$ cat config.mk
export PLATFORM = sky130hd
export DESIGN_NAME = wb_trace_buffer
export DESIGN_NICKNAME = d
export VERILOG_FILES = /design/src/rtl/pa_trace_pkg.sv /design/src/rtl/wb_trace_buffer_sync_fifo.sv /design/src/rtl/wb_trace_buffer.sv
export SDC_FILE = /design/constraint.sdc
export NUM_CORES = 1
export LEC_CHECK = 0
export BUFFER_PORTS_ARGS = -buffer_cell sky130_fd_sc_hd__buf_2
export CORE_ASPECT_RATIO = 0.75
export CORE_MARGIN = 1.5
export CORE_UTILIZATION = 55
export DETAILED_ROUTE_END_ITERATION = 12
export GPL_ROUTABILITY_DRIVEN = 0
export GPL_TIMING_DRIVEN = 0
export PLACE_DENSITY = 0.72
export SLEW_MARGIN = 20
export SYNTH_ARGS = -nofsm -noshare
export SYNTH_HDL_FRONTEND = slang
export SYNTH_SLANG_ARGS = --single-unit
$ cat constraint.sdc
create_clock -name clock_i -period 10.95 [get_ports clock_i]
set_input_delay 0.5475 -clock clock_i [delete_from_list [all_inputs] [get_ports clock_i]]
set_output_delay 0.5475 -clock clock_i [all_outputs]
set_load 0.1 [all_outputs]
$ cat src/rtl/pa_trace_pkg.sv
// Shared types and widths for the writeback trace path: the writeback fields,
// the packed trace entry layout and a helper that sizes an entry for any seq width.
package pa_trace_pkg;

    localparam int WB_ADDR_W   = 5;
    localparam int WB_DATA_W   = 16;
    localparam int SEQ_W_DEF   = 16;

    // Seq sits in the MSBs so a sink can read ordering without unpacking the rest.
    typedef struct packed {
        logic [SEQ_W_DEF-1:0] seq;
        logic [WB_ADDR_W-1:0] addr;
        logic [WB_DATA_W-1:0] val;
    } trace_entry_t;

    localparam int TRACE_W = $bits(trace_entry_t);

    function automatic int trace_w(input int seq_w);
        return seq_w + WB_ADDR_W + WB_DATA_W;
    endfunction

endpackage

$ cat src/rtl/wb_trace_buffer_sync_fifo.sv
// Show-ahead synchronous FIFO with extra-bit pointers, a flush that empties in one
// cycle, and unreset storage whose visibility is governed purely by the pointers.
module sync_fifo #(
    parameter int WIDTH = 37,
    parameter int DEPTH = 16
) (
    input  logic                       clk,
    input  logic                       rst_n,
    input  logic                       push,
    input  logic                       pop,
    input  logic                       flush,
    input  logic [WIDTH-1:0]           wdata,
    output logic [WIDTH-1:0]           rdata,
    output logic                       full,
    output logic                       empty,
    output logic [$clog2(DEPTH):0]     level
);

    localparam int AW = $clog2(DEPTH);
    localparam logic [AW:0] PTR_ONE = {{AW{1'b0}}, 1'b1};

    logic [WIDTH-1:0] mem [DEPTH];
    logic [AW:0]      wr_ptr;
    logic [AW:0]      rd_ptr;
    logic             push_ok;
    logic             pop_ok;

    assign empty   = (wr_ptr == rd_ptr);
    assign full    = (wr_ptr[AW-1:0] == rd_ptr[AW-1:0]) && (wr_ptr[AW] != rd_ptr[AW]);
    assign level   = wr_ptr - rd_ptr;
    assign rdata   = mem[rd_ptr[AW-1:0]];

    // A push into a full FIFO is legal only when the head leaves in the same cycle.
    assign pop_ok  = pop && !empty && !flush;
    assign push_ok = push && !flush && (!full || pop_ok);

    always_ff @(posedge clk or negedge rst_n) begin
        if (!rst_n) begin
            wr_ptr <= '0;
            rd_ptr <= '0;
        end else if (flush) begin
            rd_ptr <= wr_ptr;
        end else begin
            if (push_ok) wr_ptr <= wr_ptr + PTR_ONE;
            if (pop_ok)  rd_ptr <= rd_ptr + PTR_ONE;
        end
    end

    always_ff @(posedge clk) begin
        if (push_ok) mem[wr_ptr[AW-1:0]] <= wdata;
    end

endmodule

$ cat src/rtl/wb_trace_buffer.sv
// Stamps each retired writeback with a sequence number and queues it for a trace
// sink; never stalls the core, and counts whatever it has to drop.
module wb_trace_buffer
    import pa_trace_pkg::*;
#(
    parameter int DEPTH  = 16,
    parameter int SEQ_W  = 16,
    parameter int DROP_W = 8
) (
    input  logic                            clock_i,
    input  logic                            reset_i,
    input  logic                            wb_valid_i,
    input  logic [WB_ADDR_W-1:0]            wb_addr_i,
    input  logic [WB_DATA_W-1:0]            wb_val_i,
    input  logic                            flush_i,
    output logic                            out_valid_o,
    input  logic                            out_ready_i,
    output logic [trace_w(SEQ_W)-1:0]       out_data_o,
    output logic [$clog2(DEPTH):0]          level_o,
    output logic [DROP_W-1:0]               drop_count_o,
    output logic                            overflow_o
);

    localparam int TW = trace_w(SEQ_W);
    localparam logic [SEQ_W-1:0]  SEQ_ONE  = {{(SEQ_W-1){1'b0}}, 1'b1};
    localparam logic [DROP_W-1:0] DROP_ONE = {{(DROP_W-1){1'b0}}, 1'b1};

    logic [SEQ_W-1:0]  seq_q;
    logic [DROP_W-1:0] drop_q;
    logic              ovf_q;
    logic              fifo_full;
    logic              fifo_empty;
    logic              pop;
    logic              push;
    logic              drop;
    logic [TW-1:0]     head;
    logic [TW-1:0]     entry;

    assign entry = {seq_q, wb_addr_i, wb_val_i};

    // Flush wins over both sides; a flushed event is discarded, not counted as a drop.
    assign pop  = !fifo_empty && out_ready_i && !flush_i;
    assign push = wb_valid_i && !flush_i && (!fifo_full || pop);
    assign drop = wb_valid_i && !flush_i && fifo_full && !pop;

    sync_fifo #(
        .WIDTH (TW),
        .DEPTH (DEPTH)
    ) u_fifo (
        .clk   (clock_i),
        .rst_n (reset_i),
        .push  (push),
        .pop   (pop),
        .flush (flush_i),
        .wdata (entry),
        .rdata (head),
        .full  (fifo_full),
        .empty (fifo_empty),
        .level (level_o)
    );

    always_ff @(posedge clock_i or negedge reset_i) begin
        if (!reset_i) begin
            seq_q  <= '0;
            drop_q <= '0;
            ovf_q  <= 1'b0;
        end else begin
            if (wb_valid_i) seq_q <= seq_q + SEQ_ONE;
            if (drop) begin
                if (drop_q != '1) drop_q <= drop_q + DROP_ONE;
                ovf_q <= 1'b1;
            end
        end
    end

    // Storage is never reset, so the head is masked whenever nothing is queued.
    assign out_valid_o  = !fifo_empty;
    assign out_data_o   = fifo_empty ? '0 : head;
    assign drop_count_o = drop_q;
    assign overflow_o   = ovf_q;

endmodule

==> report_table.html <==
<table>
<tr><th>Metric</th><th>Value</th></tr>
<tr><th colspan="2">Drt</th></tr>
<tr><td>Wl on met1</td><td>22500 um</td></tr>
<tr><td>Number of DRC markers in iteration 0</td><td>1399</td></tr>
<tr><td>Total Routed Length</td><td>about 54000 um</td></tr>
<tr><td>Amount of wire on met2 after detailed routing</td><td>between 20000 and 30000 um</td></tr>
<tr><td>Via-to-Cell Ratio</td><td>between 6 and 7</td></tr>
<tr><td>Drt drc</td><td>0</td></tr>
<tr><td>First-pass iteration count of the detailed router</td><td>5</td></tr>
<tr><td>Wire length on met3</td><td>approximately 4200 um</td></tr>
<tr><td>Mean routed wirelength per cell</td><td>around 27 um</td></tr>
<tr><td>Max Used Layer</td><td>met5</td></tr>
<tr><td>Final antenna-violating net count</td><td>0</td></tr>
<tr><td>Total vias in the final route</td><td>12300</td></tr>
<tr><th colspan="2">Logic synthesis</th></tr>
<tr><td>Count of unique library cells instantiated by Yosys</td><td>44</td></tr>
<tr><td>Net count after synthesis</td><td>~1200</td></tr>
<tr><td>Synthesized area per cell</td><td>about 21 um2</td></tr>
<tr><td>Post-synthesis async set-or-reset flop share</td><td>0.0558</td></tr>
<tr><td>Combined area of all synthesized cells</td><td>0.0244 mm2</td></tr>
<tr><td>Number of warnings issued by yosys</td><td>0</td></tr>
<tr><td>Count of state elements after synthesis</td><td>627</td></tr>
<tr><td>Cells after Synth</td><td>approximately 1200</td></tr>
<tr><td>Most used flip-flop cell after synthesis</td><td>sky130_fd_sc_hd__edfxtp_1</td></tr>
<tr><td>Post-synth EDFFs</td><td>between 500 and 600</td></tr>
<tr><td>Fraction of the yosys area taken by sequential cells</td><td>0.763</td></tr>
<tr><th colspan="2">Global routing</th></tr>
<tr><td>Overall fraction of global-route tracks in use</td><td>0.244</td></tr>
<tr><td>First-pass GRT wire length</td><td>80500 um</td></tr>
<tr><td>Total congestion overflow after global routing</td><td>0</td></tr>
<tr><td>Number of global-route vias before repair</td><td>12500</td></tr>
<tr><td>Number of antenna violations at the first check in global routing</td><td>1</td></tr>
<tr><td>Largest net degree at the start of global routing</td><td>36</td></tr>
<tr><th colspan="2">Timing</th></tr>
<tr><td>Number of failing hold endpoints at the final stage</td><td>0</td></tr>
<tr><td>Slew @ Worst Pin</td><td>around 1 ns</td></tr>
<tr><td>Timing-limited maximum frequency</td><td>between 150 and 200 MHz</td></tr>
<tr><td>Setup repair after global routing missed its margin</td><td>false</td></tr>
<tr><td>Part of the cycle the worst path needs</td><td>0.551</td></tr>
<tr><td>Worst slew margin relative to its limit</td><td>0.337</td></tr>
<tr><td>Layout Skew</td><td>roughly 0.015 ns</td></tr>
<tr><td>TNS Setup</td><td>0 ns</td></tr>
<tr><td>Pins over their slew limit</td><td>0</td></tr>
<tr><td>Hold Slack</td><td>~0.094 ns</td></tr>
<tr><td>Clock period minus worst slack</td><td>about 6.0 ns</td></tr>
<tr><td>Total setup violations reported at the end of the flow</td><td>0</td></tr>
<tr><th colspan="2">Clocking</th></tr>
<tr><td>Number of clock sinks</td><td>~630</td></tr>
<tr><td>Cell at the root of the clock tree</td><td>sky130_fd_sc_hd__clkbuf_16</td></tr>
<tr><td>Clock tree from TritonCTS</td><td>done</td></tr>
<tr><td>Cts hold-fix bufs</td><td>0</td></tr>
<tr><td>Post CTS Setup Buffer Count</td><td>0</td></tr>
<tr><td>Clk Latency, worst-skew pair</td><td>around 0.59 ns</td></tr>
<tr><td>Clock transition time at the flip-flop clock pins of the worst setup and hold paths</td><td>0.06 ns</td></tr>
<tr><td>Resized Gates After CTS</td><td>0</td></tr>
<tr><td>Clock buffer count from CTS</td><td>56</td></tr>
<tr><td>Maximum buffer depth of the clock tree</td><td>3</td></tr>
<tr><td>Number of H-tree levels</td><td>2</td></tr>
<tr><th colspan="2">Power</th></tr>
<tr><td>Total power</td><td>approximately 8.5 mW</td></tr>
<tr><td>Standby leakage power</td><td>9.42 nW</td></tr>
<tr><td>VDD IR-drop max</td><td>between 0.4 and 0.5 mV</td></tr>
<tr><td>Power density over the cells</td><td>about 300 mW/mm2</td></tr>
<tr><th colspan="2">Die</th></tr>
<tr><td>Placement Rows</td><td>66</td></tr>
<tr><td>Die outline area</td><td>about 0.046 mm2</td></tr>
<tr><td>Initial core utilization</td><td>0.560</td></tr>
<tr><td>Placeable Area</td><td>roughly 0.044 mm2</td></tr>
<tr><td>DIE HEIGHT</td><td>~190 um</td></tr>
<tr><td>Overall die width</td><td>roughly 250 um</td></tr>
<tr><td>Boundary Pins</td><td>78</td></tr>
<tr><th colspan="2">Cells and area</th></tr>
<tr><td>Share of layout cells above drive strength 1</td><td>0.289</td></tr>
<tr><td>Nets@finish</td><td>about 1400</td></tr>
<tr><td>Area overhead of the layout relative to synthesis</td><td>16.2%</td></tr>
<tr><td>Share of the core filled with cells</td><td>0.651</td></tr>
<tr><td>Diodes inserted</td><td>0</td></tr>
<tr><th colspan="2">Critical path</th></tr>
<tr><td>Launch point of the worst reg-to-reg path</td><td>u_fifo.rd_ptr[1]</td></tr>
<tr><td>Endpoint arrival time on the critical path</td><td>approximately 5.5 ns</td></tr>
<tr><td>Cell count of the worst reg-to-reg path</td><td>13</td></tr>
<tr><td>Crit Path Category</td><td>reg2out</td></tr>
<tr><td>CP max-delay cell</td><td>sky130_fd_sc_hd__o211ai_2</td></tr>
<tr><td>Maximum fanout along the worst path</td><td>10</td></tr>
<tr><td>Critical Path, Cell by Cell</td><td>buf_2, inv_1, clkbuf_1, clkbuf_1, ha_1, nand4_2, o211ai_2, clkbuf_1, nor2b_1, a221o_1, buf_2</td></tr>
<tr><td>Setup slack of the worst register-to-register path</td><td>5.90 ns</td></tr>
<tr><td>Required time at the endpoint of the critical path</td><td>roughly 10 ns</td></tr>
<tr><td>Critical Path Sink Type</td><td>output port</td></tr>
<tr><td>Worst setup path start</td><td>u_fifo.rd_ptr[1]</td></tr>
<tr><td>Peak per-stage delay on the critical path</td><td>slightly below 0.8 ns</td></tr>
<tr><td>Worst path most repeated cell</td><td>sky130_fd_sc_hd__clkbuf_1</td></tr>
<tr><td>Critical path launch point type</td><td>flip-flop</td></tr>
<tr><th colspan="2">Placed design</th></tr>
<tr><td>Number of buffer cells added on primary ports</td><td>between 70 and 80</td></tr>
<tr><td>Detailed-placement wirelength estimate</td><td>about 35000 um</td></tr>
<tr><th colspan="2">Outcome</th></tr>
<tr><td>Run status</td><td>complete, no violations</td></tr>
<tr><th colspan="2">Min path</th></tr>
<tr><td>Class of the worst hold path</td><td>in2async</td></tr>
<tr><th colspan="2">Flow run</th></tr>
<tr><td>Number of maximum-capacitance constraint violations</td><td>0</td></tr>
</table>
-- final cells by class --
type                    instances  area [um2]
repair buffers                121        1220
fillers                      2831       15200
inverters                      12        45.0
well taps                     578         723
clock inverters                37         415
multi-input cells             477        5530
clock buffers                  69        1490
flip-flops and latches        627       18700
plain buffers                  55         324
-- registers in the layout, indices dropped and copies added (netlist names) --
signal	flops
drop_count_o	8
u_fifo.mem	592
overflow_o	1
u_fifo.rd_ptr	5
u_fifo.wr_ptr	5
seq_q	16
-- placed cells by master, fill, tap and decap left out, types with 5 or more instances in the layout --
cell	instances
sky130_fd_sc_hd__edfxtp_1	592
sky130_fd_sc_hd__mux4_2	145
sky130_fd_sc_hd__nand2_1	125
sky130_fd_sc_hd__buf_2	93
sky130_fd_sc_hd__clkbuf_16	57
sky130_fd_sc_hd__nor2b_1	37
sky130_fd_sc_hd__a221o_1	36
sky130_fd_sc_hd__dfrtp_1	35
sky130_fd_sc_hd__clkbuf_1	30
sky130_fd_sc_hd__xnor2_1	26
sky130_fd_sc_hd__buf_16	23
sky130_fd_sc_hd__buf_6	17
sky130_fd_sc_hd__buf_4	15
sky130_fd_sc_hd__clkinv_1	13
sky130_fd_sc_hd__inv_1	12
sky130_fd_sc_hd__nor2_4	12
sky130_fd_sc_hd__ha_1	11
sky130_fd_sc_hd__nand3_1	9
sky130_fd_sc_hd__nand4_1	9
sky130_fd_sc_hd__bufinv_16	9
sky130_fd_sc_hd__clkinv_2	8
sky130_fd_sc_hd__xor2_1	6
sky130_fd_sc_hd__nor2_1	6
sky130_fd_sc_hd__and3_1	6
sky130_fd_sc_hd__a21oi_1	5
sky130_fd_sc_hd__buf_1	5
-- synth_stat cells (all sizes together), types with 7 or more instances --
library cell    n  area share
nor2b          37      0.0095
clkbuf         21      0.0034
a221o          36       0.015
nor2           19      0.0030
mux4          149        0.14
nand2         125       0.019
buf            34      0.0099
ha             11      0.0056
edfxtp        592        0.73
inv            12      0.0018
dfrtp          35       0.036
o21ai           7      0.0014
xnor2          26      0.0093
nand4          10      0.0028
nand3           9      0.0018
-- worst max-delay path, delay by kind of cell (launching register included) --
kind / cells / cell delay, ns
buffers and inverters: 6 / 2.54
DFF: 1 / 0.51
and+or+nand+nor: 2 / 0.36
adders and majority gates: 1 / 0.30
AOI/OAI and AO/OA: 2 / 1.16
-- logic make-up after synthesis --
| group | synth area share |
|---|---|
| flops | 0.763 |
| simple gates | 0.0432 |
| mux | 0.141 |
| buf+inv | 0.0151 |
| compound gates | 0.0199 |
| xor+xnor | 0.0115 |
| fa+ha+maj | 0.00645 |
-- final timing paths --
check	end
worst max-delay path	out_data_o[21]
worst min-delay path	drop_count_o[2]
worst max register to register	u_fifo.mem[2][19]
worst min register to register	overflow_o
max in group asynchronous	seq_q[3]
min in group clock_i	u_fifo.mem[12][3]
-- power by group --
part / switching, mW / internal (mW) / total (mW) / leakage, nW
registers: 0.116 / 2.82 / 2.93 / 5.73
clock network: 0.849 / 1.18 / 2.03 / 0.921
logic: 2.56 / 0.978 / 3.53 / 2.77
total: 3.52 / 4.98 / 8.50 / 9.42
-- per-layer routing --
| layer | GRT usage | vias to the layer above |
|---|---|---|
| met5 | 0 | - |
| met4 | 0.0795 | 2 |
| met3 | 0.0382 | 111 |
| met2 | 0.388 | 577 |
| met1 | 0.354 | 6423 |
| li1 | - | 5144 |
-- stage by stage --
stage,setup slack [ns],std cells,cell area [um2]
6_report,4.92,1976,28400
5_1_grt,4.69,1976,28400
4_1_cts,4.86,1976,28400
3_5_place_dp,5.56,1870,26500
3_3_place_gp,1.88,1824,25500
2_1_floorplan,5.84,1171,24400
No activity file was read; power rests on OpenSTA's default activity.
